## config.mk

```make
export PLATFORM = sky130hd
export DESIGN_NAME = gmii_tx_arbiter
export DESIGN_NICKNAME = d
export VERILOG_FILES = /design/src/rtl/eth_tx_pkg.sv /design/src/rtl/rr_arb2.sv /design/src/rtl/gmii_tx_arbiter.sv
export SDC_FILE = /design/constraint.sdc
export NUM_CORES = 1
export LEC_CHECK = 0
export CAP_MARGIN = 20
export CORE_MARGIN = 2
export CORE_UTILIZATION = 43
export CTS_CLUSTER_DIAMETER = 30
export DETAILED_ROUTE_END_ITERATION = 12
export GPL_TIMING_DRIVEN = 0
export PLACE_DENSITY = 0.87
export SETUP_SLACK_MARGIN = 0.4
export SYNTH_ARGS = -nofsm -noshare
export SYNTH_HDL_FRONTEND = slang
export SYNTH_SLANG_ARGS = --single-unit
```

## constraint.sdc

```tcl
create_clock -name gmii_tx_clk -period 2.45 [get_ports gmii_tx_clk]
set_input_delay 0.49 -clock gmii_tx_clk [delete_from_list [all_inputs] [get_ports gmii_tx_clk]]
set_output_delay 0.49 -clock gmii_tx_clk [all_outputs]
set_load 0.01 [all_outputs]
```

## src/rtl/eth_tx_pkg.sv

```systemverilog
// Shared state type, framing constants and GMII beat payload for the transmit path.
package eth_tx_pkg;

    typedef enum logic [1:0] {
        IDLE     = 2'd0,
        PREAMBLE = 2'd1,
        PAYLOAD  = 2'd2,
        IFG      = 2'd3
    } tx_state_e;

    localparam logic [7:0]  PREAMBLE_BYTE      = 8'h55;
    localparam logic [7:0]  SFD_BYTE           = 8'hD5;
    localparam int unsigned PREAMBLE_LEN       = 8;
    localparam int unsigned DEFAULT_IFG_CYCLES = 12;

    // One GMII transmit beat.
    typedef struct packed {
        logic       en;
        logic [7:0] txd;
    } gmii_tx_t;

endpackage

```

## src/rtl/rr_arb2.sv

```systemverilog
// Two-way round-robin picker: a lone requester wins, contention goes to the
// source that was not granted last.
module rr_arb2 (
    input  logic [1:0] req,
    input  logic       last_grant,
    output logic       grant
);

    always_comb begin
        grant = last_grant;
        case (req)
            2'b01:   grant = 1'b0;
            2'b10:   grant = 1'b1;
            2'b11:   grant = ~last_grant;
            default: grant = last_grant;
        endcase
    end

endmodule

```

## src/rtl/gmii_tx_arbiter.sv

```systemverilog
// Arbitrates two frame sources onto one GMII transmit stream, inserting the
// preamble/SFD and enforcing the inter-frame gap.
module gmii_tx_arbiter
    import eth_tx_pkg::*;
#(
    parameter int unsigned IFG_CYCLES = DEFAULT_IFG_CYCLES
) (
    input  logic       gmii_tx_clk,
    input  logic       tx_reset,
    input  logic       s0_req,
    input  logic       s1_req,
    input  logic [7:0] s0_txd,
    input  logic [7:0] s1_txd,
    input  logic       s0_valid,
    input  logic       s1_valid,
    input  logic       s0_last,
    input  logic       s1_last,
    output logic       s0_ready,
    output logic       s1_ready,
    output logic [7:0] gmii_txd,
    output logic       gmii_tx_en,
    output logic       busy,
    output logic       grant_id,
    output logic       underrun_err
);

    localparam int unsigned PRE_CW = $clog2(PREAMBLE_LEN);
    localparam int unsigned IFG_CW = (IFG_CYCLES > 1) ? $clog2(IFG_CYCLES) : 1;

    tx_state_e         state;
    tx_state_e         state_next;
    logic [PRE_CW-1:0] pre_cnt;
    logic [PRE_CW-1:0] pre_cnt_next;
    logic [IFG_CW-1:0] ifg_cnt;
    logic [IFG_CW-1:0] ifg_cnt_next;
    logic              grant_q;
    logic              grant_next;
    gmii_tx_t          tx_q;
    gmii_tx_t          tx_next;
    logic              underrun_q;
    logic              underrun_next;

    logic              any_req;
    logic              arb_grant;
    logic              sel_valid;
    logic              sel_last;
    logic [7:0]        sel_txd;
    logic              pre_done;

    rr_arb2 u_rr_arb2 (
        .req        ({s1_req, s0_req}),
        .last_grant (grant_q),
        .grant      (arb_grant)
    );

    assign any_req   = s0_req | s1_req;
    assign sel_valid = grant_q ? s1_valid : s0_valid;
    assign sel_last  = grant_q ? s1_last  : s0_last;
    assign sel_txd   = grant_q ? s1_txd   : s0_txd;
    // pre_cnt counts preamble bytes already scheduled; the SFD follows the seventh.
    assign pre_done  = (pre_cnt == PRE_CW'(PREAMBLE_LEN - 1));

    // State and registered outputs.
    always_ff @(posedge gmii_tx_clk) begin
        if (tx_reset) begin
            state      <= IDLE;
            pre_cnt    <= '0;
            ifg_cnt    <= '0;
            grant_q    <= 1'b1;
            tx_q       <= '0;
            underrun_q <= 1'b0;
        end else begin
            state      <= state_next;
            pre_cnt    <= pre_cnt_next;
            ifg_cnt    <= ifg_cnt_next;
            grant_q    <= grant_next;
            tx_q       <= tx_next;
            underrun_q <= underrun_next;
        end
    end

    // Next-state, counters and grant.
    always_comb begin
        state_next   = state;
        pre_cnt_next = pre_cnt;
        ifg_cnt_next = ifg_cnt;
        grant_next   = grant_q;
        case (state)
            IDLE: begin
                if (any_req) begin
                    state_next   = PREAMBLE;
                    pre_cnt_next = PRE_CW'(1);
                    grant_next   = arb_grant;
                end
            end
            PREAMBLE: begin
                if (pre_done) begin
                    state_next   = PAYLOAD;
                    pre_cnt_next = '0;
                end else begin
                    pre_cnt_next = pre_cnt + PRE_CW'(1);
                end
            end
            PAYLOAD: begin
                // Either the final byte or a missing byte ends the frame.
                if (!sel_valid || sel_last) begin
                    state_next   = IFG;
                    ifg_cnt_next = '0;
                end
            end
            IFG: begin
                if (ifg_cnt == IFG_CW'(IFG_CYCLES - 1)) begin
                    state_next   = IDLE;
                    ifg_cnt_next = '0;
                end else begin
                    ifg_cnt_next = ifg_cnt + IFG_CW'(1);
                end
            end
            default: state_next = IDLE;
        endcase
    end

    // Next GMII beat and abort pulse; idle beats are all-zero.
    always_comb begin
        tx_next       = '0;
        underrun_next = 1'b0;
        case (state)
            IDLE: begin
                if (any_req) begin
                    tx_next.en  = 1'b1;
                    tx_next.txd = PREAMBLE_BYTE;
                end
            end
            PREAMBLE: begin
                tx_next.en  = 1'b1;
                tx_next.txd = pre_done ? SFD_BYTE : PREAMBLE_BYTE;
            end
            PAYLOAD: begin
                if (sel_valid) begin
                    tx_next.en  = 1'b1;
                    tx_next.txd = sel_txd;
                end else begin
                    underrun_next = 1'b1;
                end
            end
            default: ;
        endcase
    end

    assign s0_ready     = (state == PAYLOAD) && !grant_q;
    assign s1_ready     = (state == PAYLOAD) &&  grant_q;
    assign gmii_txd     = tx_q.txd;
    assign gmii_tx_en   = tx_q.en;
    assign busy         = (state != IDLE);
    assign grant_id     = grant_q;
    assign underrun_err = underrun_q;

endmodule

```

==> results of run 1 <==
[sequential cells by signal, indices dropped and copies added (netlist names)]
| register | cells |
|---|---|
| gmii_txd | 8 |
| ifg_cnt | 4 |
| pre_cnt | 3 |
| state | 2 |
| gmii_tx_en | 1 |
| grant_id | 1 |
| underrun_err | 1 |
[kinds of logic after synthesis]
family | after synthesis | synth area share
buffers and inverters | 11 | 0.05415
and+or+nand+nor | 36 | 0.1889
muxes | 10 | 0.09627
adders and majority gates | 10 | 0.1203
DFF | 20 | 0.3851
AOI/OAI and AO/OA | 26 | 0.1552
[metal layers]
metal | vias to the layer above | track usage
met5 | - | 0
met4 | 0 | 0.1068
met3 | 7 | 0.05932
met2 | 59 | 0.3896
met1 | 444 | 0.2257
li1 | 482 | -
[where the power goes]
group	switching (W)	internal, W	total (W)
Clock	0.000100	0.0000574	0.000158
Sequential	0.0000427	0.000408	0.000450
Combinational	0.000270	0.000290	0.000560
[worst paths after layout]
check / endpoint / cells after the start
hold reg to reg: pre_cnt[2]$_SDFFE_PP0P_ / 2
hold / removal: pre_cnt[2]$_SDFFE_PP0P_ / 2
setup reg to reg: state[0]$_SDFFE_PP0P_ / 7
setup / recovery: state[0]$_SDFFE_PP0P_ / 7
[per-stage QoR]
stage                     hold WS [ns]  setup WS, ns  total power, W  area [sq um]
final                           0.5227        0.4766        0.001168          1498
after global routing            0.5583        0.4103        0.001255          1498
after CTS                       0.5167        0.4397        0.001151          1494
after detailed placement        0.4993        0.1970       0.0009796          1445
after global placement          0.4765        0.2094       0.0009584          1445
after floorplan                 0.4578        0.4439       0.0007485          1040
[critical path: stages (launching register included)]
cell,delay [ns]
sky130_fd_sc_hd__dfxtp_4,0.38
sky130_fd_sc_hd__inv_2,0.07
sky130_fd_sc_hd__ha_4,0.19
sky130_fd_sc_hd__and4b_4,0.20
sky130_fd_sc_hd__or2_1,0.23
sky130_fd_sc_hd__buf_6,0.14
sky130_fd_sc_hd__or4_1,0.47
sky130_fd_sc_hd__and3_1,0.19
[final cells by class]
type | count | share of cell area
timing repair buffer | 37 | 0.2448
sequential | 20 | 0.2723
buffer | 5 | 0.03008
multi-input combinational | 82 | 0.3993
inverter | 6 | 0.01504
tap | 28 | 0.02339
clock buffer | 3 | 0.01504
[synthesized netlist by cell type, drive strengths merged]
library cell  instances
a21oi                 4
a22oi                 1
a32oi                 2
and2                  1
and3                  4
and3b                 1
and4b                 1
buf                   2
clkbuf                3
dfxtp                20
ha                   10
inv                   6
mux2i                10
nand2                 4
nand2b                2
nand3                 3
nor2                 13
nor2b                 1
nor3                  1
nor4bb                1
o211ai                3
o21ai                12
o22ai                 1
o31ai                 1
o41a                  1
o41ai                 1
or2                   1
or3b                  1
or4                   2
==> results.txt, run 1 <==
----------------------------------------------------
[Timing]
  Setup-failing EPs final ... 0
  Final-layout setup total negative slack ... 0 ns
  Unrepaired setup endpoints after global routing ... no
  Headroom to the max-slew limit ... 0.6674
  Final Max Slew Viols ... 0
  Final clock period utilization by the worst path ... 0.8055
  Transition time of the tightest slew-check pin ... 0.4936 ns
  Final Hold Fails ... 0
  Layout Skew ... roughly 0.0009 ns
  Maximum clock frequency ... between 500 and 600 MHz
  Minimum clock period after layout ... ~2.0 ns

[Drt]
  Routed len/inst ... 15.09 um
  DRC viols ... 0
  Post-detailed-route via-to-cell ratio ... around 5.5
  Top Metal Used ... met4
  1st-iter DRT viols ... 14
  Sum of routed wire length over all layers ... between 2000 and 3000 um
  Vias after detailed routing ... 992
  Metal-1 WL ... 1061 um
  Count of antenna-violating nets left after detailed routing ... 0
  Wire length on met3 ... 318 um
  Sum of met2 wire segment lengths after detailed routing ... 1289 um
  First drt pass iteration count ... 4

[Layout]
  Filler cell count in the final layout ... between 150 and 200
  Total area of sequential cells ... roughly 410 sq um
  Area growth, synth to finish ... 44.04%
  Top library cells by usage in the layout, fill and taps aside ... 34 x sky130_fd_sc_hd__clkdlybuf4s50_1, 18 x sky130_fd_sc_hd__dfxtp_1, 13 x sky130_fd_sc_hd__nor2_1, 12 x sky130_fd_sc_hd__o21ai_0, 10 x sky130_fd_sc_hd__mux2i_1
  Final net count ... ~190
  Combined area of the multi-input logic cells ... approximately 600 sq um
  Count of antenna diodes in the layout ... 0
  Utilization after layout ... 0.6643
  Proportion of layout cells with a drive suffix above 1 ... 0.09150
  Leading cell type in the layout, fill and taps excluded ... sky130_fd_sc_hd__clkdlybuf4s50_1
  Post-Layout Cell Count ... around 180

[Clocking]
  Clock tree from TritonCTS ... done
  Number of hold buffers added after cts ... 0
  Root Driver ... sky130_fd_sc_hd__clkbuf_4
  Skew-Pair Late Insertion Delay ... roughly 0.3 ns
  Clk sinks ... 20
  Post-CTS Repair Setup Buffers ... 0
  Post-CTS resize count ... 13
  Number of buffers added by the clock tree synthesis step ... 3
  Deepest level of the CTS H-tree ... 1
  Bufs on Longest Clock Path ... 2
  CTS clock-pin slew for the worst setup and hold paths ... roughly 0.11 ns

[Placed design]
  Number of placed cells counting well taps ... 178
  DPL Wire Length ... approximately 2000 um
  Number of buffer cells added on primary ports ... 37
  Final Wtd Congestion ... about 0.8

[Global routing]
  Number of antenna violations at the first check in global routing ... 0
  Vias in the first global route ... slightly below 1000
  Total grt overflow ... 0
  Pin count of the biggest net entering global routing ... 11
  Global Route Usage Sum ... 0.2153
  First-pass GRT wire length ... 4409 um

[Status]
  Status ... complete, no violations

[Setup path]
  WS Path Type ... reg -> reg
  CP Launch Point ... state[0]$_SDFFE_PP0P_
  Setup crit end kind ... flip-flop
  Req. time, crit path ... 2.66 ns
  Startpoint types ... flip-flop
  Data arrival time at the worst-slack endpoint ... around 2.2 ns
  Top fanout value on the critical path ... 9
  Source of the worst register-to-register timing path ... state[0]$_SDFFE_PP0P_
  Worst reg2reg setup slack ... around 0.48 ns

[Floorplanning]
  Floorplan die area ... roughly 2800 sq um
  Die H ... ~53 um
  IO Count ... 38
  Starting Density ... 0.4612
  Number of placement rows ... 17
  CORE AREA ... approximately 2300 sq um
  Die X ... 53.18 um

[Logic synthesis]
  Mapped Avg Cell Area ... ~9.2 sq um
  Proportion of netlist area held by the largest area contributor ... 0.3851
  Sequential fraction of the synthesis area ... 0.3851
  Largest cells by area after synthesis ... sky130_fd_sc_hd__dfxtp_1 39%, sky130_fd_sc_hd__ha_1 12%, sky130_fd_sc_hd__mux2i_1 9.6%
  Post-synthesis cell type with the largest combined area ... sky130_fd_sc_hd__dfxtp_1
  Cell count after synthesis ... approximately 110
  Post-Synthesis Net Count ... roughly 150
  Number of distinct library cells after synthesis ... 29
  Netlist area before placement ... between 1000 and 1500 sq um
  Synth Warn # ... 0
  Seq cells post-synth ... 20

[Worst hold path]
  Hold WC Path Type ... reg -> reg
  Hold path startpoint ... pre_cnt[2]$_SDFFE_PP0P_

[Flow run]
  Count of max-cap constraint violations ... 0

[Power and ir drop]
  Leakage ... 0.6609 nW
  Maximum vdd drop ... ~0.45 mV
  Pwr/cell area ... 779.7 nW/um^2

----------------------------------------------------
No activity file was read; power rests on OpenSTA's default activity.
==> run 2, diff against run 1 <==
==> constraint.sdc (replaced) <==
create_clock -name gmii_tx_clk -period 2 [get_ports gmii_tx_clk]
set_input_delay 0.4 -clock gmii_tx_clk [delete_from_list [all_inputs] [get_ports gmii_tx_clk]]
set_output_delay 0.4 -clock gmii_tx_clk [all_outputs]
set_load 0.01 [all_outputs]
==> results.txt, run 2 (same netlist as run 1, synthesis figures left out) <==
----------------------------------------------------
[Drt]
  Count of antenna-violating nets left after detailed routing ... 0
  Routed len/inst ... 18.97 um
  First drt pass iteration count ... 4
  Post-detailed-route via-to-cell ratio ... about 6
  Vias after detailed routing ... between 1000 and 1500
  1st-iter DRT viols ... 58
  Sum of routed wire length over all layers ... ~3800 um
  DRC viols ... 0

[Power and ir drop]
  Power share of the combinational group ... 0.550
  Fraction of power consumed by sequential logic ... 0.317
  Clock network fraction of design power ... 0.133
  Internal power component ... 0.001140 W
  Sw Ratio ... 0.3556
  Switching power ... approximately 0.00063 W
  Leakage ... 0.8280 nW
  Pwr/cell area ... between 1000 and 1500 nW/um^2
  Maximum vdd drop ... 0.5133 mV

[Timing]
  Unrepaired setup endpoints after global routing ... yes
  Transition time of the tightest slew-check pin ... between 0.6 and 0.7 ns
  Headroom to the max-slew limit ... 0.5843
  Minimum clock period after layout ... between 1.5 and 2 ns
  Layout Skew ... ~0.0085 ns
  Maximum clock frequency ... roughly 540 MHz
  Final clock period utilization by the worst path ... 0.9251
  Final Max Slew Viols ... 0
  Setup-failing EPs final ... 0
  Worst hold-check slack ... roughly 0.51 ns
  Final Hold Fails ... 0

[Setup path]
  Data arrival time at the worst-slack endpoint ... 2.06 ns
  WS Path Type ... reg -> reg
  Startpoint types ... flip-flop
  Top fanout value on the critical path ... 8
  Req. time, crit path ... between 2 and 2.5 ns
  Setup crit end kind ... flip-flop

[Floorplanning]
  Number of placement rows ... 17
  Starting Density ... 0.4612
  Floorplan die area ... 2828 sq um
  Die X ... between 50 and 60 um
  CORE AREA ... approximately 2300 sq um
  Die H ... 53.18 um
  IO Count ... 38

[Layout]
  Proportion of layout cells with a drive suffix above 1 ... 0.2588
  Utilization after layout ... 0.7658
  Filler cell count in the final layout ... roughly 120
  Area growth, synth to finish ... 66.07%
  Final net count ... a little over 200
  Top library cells by usage in the layout, fill and taps aside ... 30 x sky130_fd_sc_hd__clkdlybuf4s50_1, 17 x sky130_fd_sc_hd__dfxtp_1, 13 x sky130_fd_sc_hd__nor2_1, 12 x sky130_fd_sc_hd__buf_4
  Number of flip-flops under the largest register name ... 8
  Leading cell type in the layout, fill and taps excluded ... sky130_fd_sc_hd__clkdlybuf4s50_1
  Count of antenna diodes in the layout ... 0

[Flow run]
  Count of max-cap constraint violations ... 0

[Clocking]
  Skew-Pair Late Insertion Delay ... around 0.31 ns
  Number of buffers added by the clock tree synthesis step ... 3
  Deepest level of the CTS H-tree ... 1
  CTS clock-pin slew for the worst setup and hold paths ... ~0.11 ns
  Clock tree from TritonCTS ... done
  Clk sinks ... 20
  Root Driver ... sky130_fd_sc_hd__clkbuf_4
  Bufs on Longest Clock Path ... 2

[Placed design]
  Final Wtd Congestion ... ~0.76
  DPL Wire Length ... between 2000 and 2500 um
  Number of buffer cells added on primary ports ... 37

[Global routing]
  Number of antenna violations at the first check in global routing ... 0
  Pin count of the biggest net entering global routing ... 12
  First-pass GRT wire length ... roughly 4800 um
  Vias in the first global route ... approximately 1100
  Total grt overflow ... 0
  Global Route Usage Sum ... 0.2393

[Worst hold path]
  Hold WC Path Type ... reg -> reg

[Status]
  Status ... complete, no violations

----------------------------------------------------
## run 2: cell types whose count changed in the layout (fill, tap and decap cells not counted), sizes merged
| cell | before | now |
|---|---|---|
| clkdlybuf4s50 | 34 | 30 |
| dlymetal6s2s | 0 | 4 |
| buf | 2 | 22 |
| dlygate4sd2 | 3 | 0 |
## run 2: per-stage QoR
step / setup WS [ns] / setup TNS, ns / instance area, sq um / cells / power (W)
detailed placement: -0.1236 / -0.2529 / 1466 / 178 / 0.001232
global route: 0.1001 / 0 / 1727 / 198 / 0.001853
finish: 0.1497 / 0 / 1727 / 198 / 0.001769
global placement: -0.09415 / -0.1790 / 1466 / 178 / 0.001201
floorplan: 0.2291 / 0 / 1061 / 113 / 0.0009411
CTS: 0.1399 / 0 / 1637 / 194 / 0.001621
## run 2: worst paths after layout
| path | start | end | slack (ns) | cells past startpoint |
|---|---|---|---|---|
| max | state[0]$_SDFFE_PP0P_ | state[0]$_SDFFE_PP0P_ | 0.15 | 6 |
| min | ifg_cnt[1]$_SDFFE_PP0P_ | ifg_cnt[1]$_SDFFE_PP0P_ | 0.51 | 2 |
| max reg2reg | state[0]$_SDFFE_PP0P_ | state[0]$_SDFFE_PP0P_ | 0.15 | 6 |
| min reg2reg | ifg_cnt[1]$_SDFFE_PP0P_ | ifg_cnt[1]$_SDFFE_PP0P_ | 0.51 | 2 |
## run 2: layout make-up
| cell class | count | area (sq um) | share of cell area |
|---|---|---|---|
| plain buffers | 5 | 56.30 | 0.03261 |
| clock buffers | 4 | 36.28 | 0.02101 |
| inverters | 6 | 27.53 | 0.01594 |
| multi-input cells | 82 | 646.9 | 0.3746 |
| flip-flops and latches | 20 | 409.1 | 0.2370 |
| well taps | 28 | 35.03 | 0.02029 |
| repair buffers | 53 | 515.5 | 0.2985 |
## run 2: repair_timing
item,in CTS,in global routing
resized for setup,21,23
hold buffers,0,0
setup buffers,12,4
pin swaps,6,6
setup endpoints to repair,16,20
## run 2: power groups by stage
stage / sequential [W] / combinational, W / clock (W)
finish: 0.000561 / 0.000972 / 0.000236
global route: 0.000567 / 0.00103 / 0.000257
CTS: 0.000555 / 0.000823 / 0.000243
detailed placement: 0.000569 / 0.000663 / 0
global placement: 0.000559 / 0.000642 / 0
floorplan: 0.000590 / 0.000351 / 0
## run 2: routing by layer
layer,track usage,vias to the layer above,wire [um]
met5,0,-,0
met4,0.1325,0,155
met3,0.04237,19,474
met2,0.4708,112,1774
met1,0.2284,518,1353
li1,-,520,-
## run 2: worst max-delay path, cell delays in order (launching register included)
cell and delay (ns):
sky130_fd_sc_hd__dfxtp_4 0.38, sky130_fd_sc_hd__buf_4 0.15, sky130_fd_sc_hd__ha_1 0.30, sky130_fd_sc_hd__nand2b_1 0.15, sky130_fd_sc_hd__o211ai_1 0.13, sky130_fd_sc_hd__or4_1 0.48, sky130_fd_sc_hd__and3_1 0.16
